### config.mk
export PLATFORM = sky130hd
export DESIGN_NAME = mbl_msg_initiator_flat
export DESIGN_NICKNAME = d
export VERILOG_FILES = /design/src/rtl/mbl_msg_pkg.sv /design/src/rtl/autoinst_mplist_mbl_if.sv /design/src/rtl/mbl_tag_alloc.sv /design/src/rtl/mbl_msg_initiator.sv /design/src/flat_wrapper.sv
export SDC_FILE = /design/constraint.sdc
export NUM_CORES = 1
export LEC_CHECK = 0
export CORE_MARGIN = 2
export CORE_UTILIZATION = 39
export CTS_CLUSTER_DIAMETER = 80
export CTS_CLUSTER_SIZE = 12
export DETAILED_ROUTE_END_ITERATION = 10
export GPL_ROUTABILITY_DRIVEN = 0
export GPL_TIMING_DRIVEN = 0
export PLACE_DENSITY = 0.77
export SLEW_MARGIN = 40
export SYNTH_ARGS = -nofsm -noshare
export SYNTH_HDL_FRONTEND = slang
export SYNTH_SLANG_ARGS = --single-unit
export TNS_END_PERCENT = 10
### constraint.sdc
create_clock -name clk -period 3 [get_ports clk]
set_input_delay 0.6 -clock clk [delete_from_list [all_inputs] [get_ports clk]]
set_output_delay 0.6 -clock clk [all_outputs]
set_load 0.01 [all_outputs]
### src/rtl/mbl_msg_pkg.sv
// Shared widths, helpers and FSM state encoding for the MBL message initiator.
package mbl_msg_pkg;

  localparam int unsigned MBL_NUM_TAGS = 4;

  function automatic int unsigned mbl_tag_w(input int unsigned num_tags);
    return (num_tags > 1) ? $clog2(num_tags) : 1;
  endfunction

  function automatic int unsigned mbl_cnt_w(input int unsigned num_tags);
    return $clog2(num_tags) + 1;
  endfunction

  localparam int unsigned MBL_TAG_W = mbl_tag_w(MBL_NUM_TAGS);
  localparam int unsigned MBL_CNT_W = mbl_cnt_w(MBL_NUM_TAGS);

  typedef enum logic [1:0] {
    ST_IDLE   = 2'd0,
    ST_ACTIVE = 2'd1,
    ST_FLUSH  = 2'd2
  } state_e;

endpackage

### src/rtl/autoinst_mplist_mbl_if.sv
// Tagged message channel; the request side uses addr, the response side data/err.
interface autoinst_mplist_mbl_if
  import mbl_msg_pkg::*;
#(
  parameter int unsigned TAG_W  = MBL_TAG_W,
  parameter int unsigned ADDR_W = 32,
  parameter int unsigned DATA_W = 32
);
  logic              valid;
  logic              ready;
  logic [TAG_W-1:0]  tag;
  logic [ADDR_W-1:0] addr;
  logic [DATA_W-1:0] data;
  logic              err;

  modport master (output valid, output tag, output addr, input ready);
  modport slave  (input valid, input tag, input data, input err, output ready);
endinterface

### src/rtl/mbl_tag_alloc.sv
// Free-tag bitmap with lowest-free and lowest-used priority encoders.
module mbl_tag_alloc
  import mbl_msg_pkg::*;
#(
  parameter int unsigned NUM_TAGS = MBL_NUM_TAGS,
  parameter int unsigned TAG_W    = MBL_TAG_W
) (
  input  logic                clk,
  input  logic                reset,
  input  logic                alloc_en,
  input  logic                free_en,
  input  logic [TAG_W-1:0]    free_tag,
  output logic [NUM_TAGS-1:0] used_map,
  output logic                any_free_c,
  output logic [TAG_W-1:0]    low_free_c,
  output logic                any_used_c,
  output logic [TAG_W-1:0]    low_used_c
);

  logic [NUM_TAGS-1:0] used_map_d;

  // Scan high to low so the lowest index wins.
  always_comb begin
    any_free_c = 1'b0;
    low_free_c = '0;
    any_used_c = 1'b0;
    low_used_c = '0;
    for (int i = int'(NUM_TAGS) - 1; i >= 0; i--) begin
      if (!used_map[i]) begin
        any_free_c = 1'b1;
        low_free_c = TAG_W'(i);
      end else begin
        any_used_c = 1'b1;
        low_used_c = TAG_W'(i);
      end
    end
  end

  // Free and allocate always target different tags, so both apply together.
  always_comb begin
    used_map_d = used_map;
    for (int i = 0; i < int'(NUM_TAGS); i++) begin
      if (free_en && (free_tag == TAG_W'(i))) used_map_d[i] = 1'b0;
      if (alloc_en && any_free_c && (low_free_c == TAG_W'(i))) used_map_d[i] = 1'b1;
    end
  end

  always_ff @(posedge clk or posedge reset) begin
    if (reset) used_map <= '0;
    else       used_map <= used_map_d;
  end

endmodule

### src/rtl/mbl_msg_initiator.sv
// Tagged request initiator: allocates tags for local commands, matches responses
// to completions, and flushes all outstanding tags after a response timeout.
module mbl_msg_initiator
  import mbl_msg_pkg::*;
#(
  parameter int unsigned NUM_TAGS    = MBL_NUM_TAGS,
  parameter int unsigned ADDR_W      = 32,
  parameter int unsigned DATA_W      = 32,
  parameter int unsigned TIMEOUT_CYC = 1024
) (
  input  logic                             clk,
  input  logic                             reset,
  autoinst_mplist_mbl_if.master            msg_req_if,
  autoinst_mplist_mbl_if.slave             msg_resp_if,
  input  logic                             msg_busy,
  input  logic                             cmd_valid,
  output logic                             cmd_ready,
  input  logic [ADDR_W-1:0]                cmd_addr,
  output logic                             cpl_valid,
  output logic [mbl_tag_w(NUM_TAGS)-1:0]   cpl_tag,
  output logic [DATA_W-1:0]                cpl_data,
  output logic                             cpl_err,
  output logic [mbl_cnt_w(NUM_TAGS)-1:0]   outstanding,
  output logic                             stray_err
);

  localparam int unsigned TAG_W = mbl_tag_w(NUM_TAGS);
  localparam int unsigned CNT_W = mbl_cnt_w(NUM_TAGS);
  localparam int unsigned TMO_W = (TIMEOUT_CYC > 1) ? $clog2(TIMEOUT_CYC) : 1;
  localparam logic [TMO_W-1:0] TMO_LAST = TMO_W'(TIMEOUT_CYC - 1);

  state_e              state_q, state_d;
  logic [CNT_W-1:0]    cnt_q, cnt_d;
  logic [TMO_W-1:0]    tmo_q, tmo_d;
  logic                resp_ready_q;
  logic                req_valid_q;
  logic [TAG_W-1:0]    req_tag_q;
  logic [ADDR_W-1:0]   req_addr_q;

  logic [NUM_TAGS-1:0] used_map;
  logic                any_free_c, any_used_c;
  logic [TAG_W-1:0]    low_free_c, low_used_c;
  logic [TAG_W-1:0]    resp_tag;
  logic                resp_alloc;
  logic                in_flush, resp_acc, resp_hit, resp_stray, flush_fire;
  logic                alloc_en, free_en, tmo_hit;
  logic [TAG_W-1:0]    free_tag;

  mbl_tag_alloc #(
    .NUM_TAGS (NUM_TAGS),
    .TAG_W    (TAG_W)
  ) u_tag_alloc (
    .clk        (clk),
    .reset      (reset),
    .alloc_en   (alloc_en),
    .free_en    (free_en),
    .free_tag   (free_tag),
    .used_map   (used_map),
    .any_free_c (any_free_c),
    .low_free_c (low_free_c),
    .any_used_c (any_used_c),
    .low_used_c (low_used_c)
  );

  assign resp_tag = msg_resp_if.tag;

  always_comb begin
    resp_alloc = 1'b0;
    for (int i = 0; i < int'(NUM_TAGS); i++) begin
      if (used_map[i] && (resp_tag == TAG_W'(i))) resp_alloc = 1'b1;
    end
  end

  // Responses seen during FLUSH are swallowed: no completion, no stray flag.
  assign in_flush   = (state_q == ST_FLUSH);
  assign resp_acc   = msg_resp_if.valid && resp_ready_q;
  assign resp_hit   = resp_acc && !in_flush && resp_alloc;
  assign resp_stray = resp_acc && !in_flush && !resp_alloc;
  assign flush_fire = in_flush && any_used_c;

  // resp_ready_q doubles as the out-of-reset qualifier for cmd_ready.
  assign cmd_ready = resp_ready_q && !in_flush && any_free_c && !msg_busy && !req_valid_q;
  assign alloc_en  = cmd_valid && cmd_ready;
  assign free_en   = resp_hit || flush_fire;
  assign free_tag  = flush_fire ? low_used_c : resp_tag;
  assign tmo_hit   = !in_flush && (cnt_q != '0) && !resp_acc && (tmo_q == TMO_LAST);

  always_ff @(posedge clk or posedge reset) begin
    if (reset) state_q <= ST_IDLE;
    else       state_q <= state_d;
  end

  always_comb begin
    state_d = state_q;
    cnt_d   = cnt_q + CNT_W'(alloc_en) - CNT_W'(free_en);
    tmo_d   = tmo_q + TMO_W'(1);
    if ((cnt_q == '0) || resp_acc || in_flush) tmo_d = '0;
    case (state_q)
      ST_IDLE, ST_ACTIVE: begin
        if (tmo_hit)             state_d = ST_FLUSH;
        else if (cnt_d == '0)    state_d = ST_IDLE;
        else                     state_d = ST_ACTIVE;
      end
      ST_FLUSH: begin
        if (cnt_d == '0) state_d = ST_IDLE;
      end
      default: state_d = ST_IDLE;
    endcase
  end

  always_ff @(posedge clk or posedge reset) begin
    if (reset) begin
      cnt_q        <= '0;
      tmo_q        <= '0;
      resp_ready_q <= 1'b0;
      req_valid_q  <= 1'b0;
      req_tag_q    <= '0;
      req_addr_q   <= '0;
      cpl_valid    <= 1'b0;
      cpl_tag      <= '0;
      cpl_data     <= '0;
      cpl_err      <= 1'b0;
      stray_err    <= 1'b0;
    end else begin
      cnt_q        <= cnt_d;
      tmo_q        <= tmo_d;
      resp_ready_q <= 1'b1;
      if (alloc_en) begin
        req_valid_q <= 1'b1;
        req_tag_q   <= low_free_c;
        req_addr_q  <= cmd_addr;
      end else if (req_valid_q && msg_req_if.ready) begin
        req_valid_q <= 1'b0;
      end
      cpl_valid <= free_en;
      if (free_en) begin
        cpl_tag  <= free_tag;
        cpl_data <= flush_fire ? '0 : msg_resp_if.data;
        cpl_err  <= flush_fire || msg_resp_if.err;
      end
      if (resp_stray) stray_err <= 1'b1;
    end
  end

  assign msg_req_if.valid  = req_valid_q;
  assign msg_req_if.tag    = req_tag_q;
  assign msg_req_if.addr   = req_addr_q;
  assign msg_resp_if.ready = resp_ready_q;
  assign outstanding       = cnt_q;

endmodule

### src/flat_wrapper.sv
// flat-port wrapper written by rule: the top's interface ports become plain ports
module mbl_msg_initiator_flat import mbl_msg_pkg::*;
#(
  parameter int unsigned NUM_TAGS    = MBL_NUM_TAGS,
  parameter int unsigned ADDR_W      = 32,
  parameter int unsigned DATA_W      = 32,
  parameter int unsigned TIMEOUT_CYC = 1024
)
  (clk, reset, msg_busy, cmd_valid, cmd_ready, cmd_addr, cpl_valid, cpl_tag, cpl_data, cpl_err, outstanding, stray_err, msg_req_if_valid, msg_req_if_tag, msg_req_if_addr, msg_req_if_ready, msg_resp_if_valid, msg_resp_if_tag, msg_resp_if_data, msg_resp_if_err, msg_resp_if_ready);
  autoinst_mplist_mbl_if #(.TAG_W(2), .ADDR_W(ADDR_W), .DATA_W(DATA_W)) msg_req_if_i ();
  autoinst_mplist_mbl_if #(.TAG_W(2), .ADDR_W(ADDR_W), .DATA_W(DATA_W)) msg_resp_if_i ();
  input  logic clk;
  input  logic reset;
  input  logic msg_busy;
  input  logic cmd_valid;
  output logic cmd_ready;
  input  logic [ADDR_W-1:0] cmd_addr;
  output logic cpl_valid;
  output logic [mbl_tag_w(NUM_TAGS)-1:0] cpl_tag;
  output logic [DATA_W-1:0] cpl_data;
  output logic cpl_err;
  output logic [mbl_cnt_w(NUM_TAGS)-1:0] outstanding;
  output logic stray_err;
  output wire logic [$bits(msg_req_if_i.valid)-1:0] msg_req_if_valid;
  output wire logic [$bits(msg_req_if_i.tag)-1:0] msg_req_if_tag;
  output wire logic [$bits(msg_req_if_i.addr)-1:0] msg_req_if_addr;
  input wire logic [$bits(msg_req_if_i.ready)-1:0] msg_req_if_ready;
  input wire logic [$bits(msg_resp_if_i.valid)-1:0] msg_resp_if_valid;
  input wire logic [$bits(msg_resp_if_i.tag)-1:0] msg_resp_if_tag;
  input wire logic [$bits(msg_resp_if_i.data)-1:0] msg_resp_if_data;
  input wire logic [$bits(msg_resp_if_i.err)-1:0] msg_resp_if_err;
  output wire logic [$bits(msg_resp_if_i.ready)-1:0] msg_resp_if_ready;
  assign msg_req_if_valid = msg_req_if_i.valid;
  assign msg_req_if_tag = msg_req_if_i.tag;
  assign msg_req_if_addr = msg_req_if_i.addr;
  assign msg_req_if_i.ready = msg_req_if_ready;
  assign msg_resp_if_i.valid = msg_resp_if_valid;
  assign msg_resp_if_i.tag = msg_resp_if_tag;
  assign msg_resp_if_i.data = msg_resp_if_data;
  assign msg_resp_if_i.err = msg_resp_if_err;
  assign msg_resp_if_ready = msg_resp_if_i.ready;
  mbl_msg_initiator #(.NUM_TAGS(NUM_TAGS), .ADDR_W(ADDR_W), .DATA_W(DATA_W), .TIMEOUT_CYC(TIMEOUT_CYC)) u_core (.clk(clk), .reset(reset), .msg_req_if(msg_req_if_i), .msg_resp_if(msg_resp_if_i), .msg_busy(msg_busy), .cmd_valid(cmd_valid), .cmd_ready(cmd_ready), .cmd_addr(cmd_addr), .cpl_valid(cpl_valid), .cpl_tag(cpl_tag), .cpl_data(cpl_data), .cpl_err(cpl_err), .outstanding(outstanding), .stray_err(stray_err));
endmodule
==> key figures <==
Power
  • P_sw: roughly 0.0017 W
  • Comb pwr share: around 45%
  • Sw frac: a little under a third
  • Peak supply drop: approximately 410 µV
  • Sequential Power Share: a little under two fifths
  • Power Density: slightly above 900 nW/µm²
  • Power share of the clock group: 17.4%
  • Int Pwr: 0.00368 W
  • Total leakage power: roughly 2.5 nW

Drt
  • Router iterations before antenna repair: 4
  • Vias per inst: about 4.8
  • Drt first-iter violations: approximately 110
  • Final ANT Viol Nets: 0
  • Final wirelength: 9440 µm
  • DRC: 0
  • DR WL/cell: ~15 µm
  • Vias: around 3100

Outcome
  • Failing checks: setup timing
  • Status: finished, violations left

Clock network
  • CTS Sinks: 92
  • CTS tree: built
  • Clock latency on the worst-skew pair: approximately 0.35 ns
  • Number of buffers created by CTS: 9
  • CTS hold repair buffers: 0
  • H-Tree Depth: 3
  • Worst-path clk slew: ~0.09 ns
  • CTS root buffer: clkbuf_8
  • CTS Buffer Depth: 2

STA
  • Max Slew Vio Count: 0
  • Endpoints failing hold: 0
  • Worst setup margin: -0.0214 ns
  • Worst Tran Pin Value: 0.547 ns
  • Crit share post-route: 101%
  • Final Skew: ~0.011 ns
  • Fin crit period: around 3.0 ns
  • RSZ-0062 raised after global routing: true
  • Fmax: around 330 MHz
  • Hold WS: between 0.4 and 0.5 ns
  • Final setup vio count: 1
  • Slew margin rel.: between 60% and 70%

Global route
  • GRT overflow: 0
  • Gr usage total: 17.4%
  • Initial antenna violation count: 0
  • Vias in the first global route: between 3000 and 4000
  • Largest net degree at the start of global routing: just under 60
  • Global-route wire length before repair: 14300 µm

Synth
  • Area fraction in compound gates after synthesis: 8.19%
  • Simple-gate portion of the synthesized area: ~13%
  • Register area share after synthesis: between 60% and 70%
  • Synth cell types: 37
  • Xor/xnor cell area share of the yosys netlist: 2.07%
  • Post-Synth Adder-Cell Area: roughly 1.5%
  • Synth Instances: ~340
  • Mux cell area share after synthesis: between 10% and 20%
  • Synth Net Count: around 410
  • FF+latch count, synth: around 90
  • Combinational family with the most area after synthesis: simple AND/OR/NAND/NOR gates
  • Synth warn: 0
  • Avg Inst Size Synth: between 10 and 15 µm²
  • Synth Cell Area: roughly 3800 µm²

Final layout
  • Layout Cells excl Fill: 648
  • Nets: a little under 600
  • Fin util: roughly three fifths
  • Layout cells sized above 1: 17.1%
  • Fillers: 815
  • P&R area growth vs syn: 54.2%
  • Diode count: 0

Floorplan
  • Initial Utilization: 39.5%
  • Die area: about 11000 µm²
  • DIE HEIGHT: approximately 100 µm
  • # IOs: 150
  • Die width: roughly 100 µm
  • Core ar.: 9640 µm²
  • Core Rows: 36

Setup path
  • Reg2reg setup slack: 0 ns
  • Max stage delay on crit path: 0.51 ns
  • Critical path type: in -> reg
  • R2r worst-path depth: 15
  • WP buf/inv: 5
  • Slowest stage cell, crit path: mux4_2
  • Required @ worst endpoint: 3.22 ns
  • FF-to-FF Start: u_core.u_tag_alloc.used_map[1]$_DFFE_PP0P_
  • R2R Path End: u_core.state_q[1]$_DFFE_PP0P_
  • Crit end category: flip-flop
  • Startpoint types: input pin
  • Critical path arrival: 3.24 ns
  • Crit Path Max Fanout: 5
  • Family with the most delay on the worst path: adder cells
  • Crit-path cells: clkdlybuf4s15_2, mux4_2, and3b_1, buf_6, nor2_8, inv_6, ha_4, inv_2, ha_4, inv_2, fa_2, xnor2_2, xnor2_2, nor3_2, o22ai_1

Placement
  • DPL Wire Length: 6820 µm
  • Dpl cells: 620
  • IO buf count: approximately 150

Worst hold path
  • Hold Path Cell Cnt: 1
  • Hold Crit Class: reg -> reg
  • Worst hold endpoint: u_core.stray_err$_DFFE_PP0P_
  • Worst Hold Launch: u_core.stray_err$_DFFE_PP0P_

Job
  • Max-cap violations: 0
-- layer usage --
metal | share of wire, % | wire length (µm) | vias up | GRT usage, %
li1 | - | - | 1486 | -
met1 | 41 | 3880 | 1475 | 20.1
met2 | 47 | 4450 | 129 | 28.8
met3 | 10 | 951 | 15 | 7.39
met4 | 1.6 | 153 | 0 | 6.78
met5 | 0 | 0 | - | 0
-- repair_timing --
item	CTS	global route
pin swaps	5	5
gates resized for setup	8	0
buffers inserted	1	11
endpoints found under the setup margin	3	2
-- worst max-delay path by stage --
stage | from | end | slack [ns] | depth (start not counted)
floorplan | msg_resp_if_tag[1] | u_core.state_q[1]$_DFFE_PP0P_ | -0.07 | 14
global placement | reset | u_core.cpl_data[21]$_DFFE_PP0N_ | -1.34 | 2
detailed placement | msg_resp_if_tag[1] | u_core.state_q[1]$_DFFE_PP0P_ | -0.91 | 15
CTS | u_core.u_tag_alloc.used_map[1]$_DFFE_PP0P_ | u_core.state_q[1]$_DFFE_PP0P_ | 0.01 | 15
global route | u_core.u_tag_alloc.used_map[1]$_DFFE_PP0P_ | u_core.state_q[1]$_DFFE_PP0P_ | -0.14 | 15
finish | msg_resp_if_tag[1] | u_core.state_q[1]$_DFFE_PP0P_ | -0.02 | 15
-- cells by family (layout without fill, tap and decap cells) --
kind of cell,after synthesis,count (layout)
DFF,92,92
muxes,35,35
adders and majority gates,4,4
buffers and inverters,29,207
AOI/OAI and AO/OA,55,55
other,1,1
and+or+nand+nor,112,112
xor gates and xnor gates,9,9
-- sequential cells by signal, indices dropped and copies added, names as in the netlist, 2 cells and up --
name	cells
u_core.cpl_data	32
u_core.cpl_tag	2
u_core.msg_req_if.addr	32
u_core.msg_req_if.tag	2
u_core.outstanding	3
u_core.state_q	2
u_core.tmo_q	10
u_core.u_tag_alloc.used_map	4
-- metrics by stage --
step / total power (W) / cell area [µm²] / setup TNS (ns) / setup slack (ns)
6_report: 0.00536 / 5870 / -0.0214 / -0.0214
5_1_grt: 0.00573 / 5870 / -0.256 / -0.144
4_1_cts: 0.00532 / 5780 / 0 / 0.0101
3_5_place_dp: 0.00432 / 5530 / -2.59 / -0.912
3_3_place_gp: 0.00425 / 5500 / -125.49 / -1.34
2_1_floorplan: 0.00307 / 3840 / -0.0862 / -0.0660
-- final cells by class --
cell class	instances	area (µm²)	share of cell area (%)
timing repair buffer	162	1610	27.4
sequential	92	2300	39.2
tap	133	166	2.84
multi-input combinational	216	1410	24.1
inverter	10	47.5	0.810
clock buffer	11	141	2.41
buffer	19	104	1.77
clock inverter	5	83.8	1.43
-- Yosys cell counts --
cell type | instances | area (µm²)
nand3b_1 | 1 | 7.51
o22a_1 | 2 | 17.5
nor2_8 | 1 | 20.0
nor3_1 | 4 | 20.0
o21ai_0 | 3 | 15.0
a41oi_1 | 2 | 17.5
xnor2_1 | 5 | 43.8
nand4_1 | 4 | 25.0
and3_1 | 1 | 6.26
nor3b_1 | 1 | 7.51
buf_2 | 8 | 40.0
ha_1 | 3 | 37.5
and3b_1 | 1 | 8.76
mux2_4 | 2 | 30.0
o21bai_1 | 1 | 7.51
a31oi_1 | 3 | 18.8
conb_1 | 1 | 3.75
mux4_2 | 1 | 22.5
o311ai_0 | 1 | 8.76
o22ai_1 | 2 | 12.5
nand3_1 | 4 | 20.0
inv_1 | 9 | 33.8
nand2b_1 | 1 | 6.26
mux2_2 | 32 | 360
o32a_1 | 1 | 10.0
inv_4 | 1 | 6.26
a22o_1 | 1 | 8.76
nor2_1 | 15 | 56.3
nand2_1 | 74 | 278
dfrtp_1 | 92 | 2300
buf_6 | 3 | 33.8
fa_1 | 1 | 20.0
a21oi_1 | 39 | 195
or3_1 | 2 | 12.5
and4_1 | 3 | 26.3
clkbuf_1 | 8 | 30.0
xor2_1 | 4 | 35.0
-- power groups by stage --
stage,sequential [W],clock (W),combinational (W)
finish,0.00204,0.000935,0.00238
global placement,0.00205,0,0.00221
CTS,0.00205,0.000967,0.00230
floorplan,0.00227,0,0.000794
global route,0.00211,0.00101,0.00260
detailed placement,0.00207,0,0.00225
-- cells in the final DEF (no fill, tap or decap), types with 3 or more instances in the layout --
master           count
o21ai_0              3
clkdlybuf4s50_1    147
nor3_1               3
mux2_2              32
inv_6                3
a21oi_1             38
nor2_1              15
xor2_1               4
nand4_1              4
buf_6                3
dfrtp_1             92
a31oi_1              3
and4_1               3
nand3_1              4
buf_2                8
clkbuf_1             9
clkbuf_8            10
xnor2_1              3
buf_4               12
nand2_1             73
inv_1                6
(Power assumes the default switching activity.)
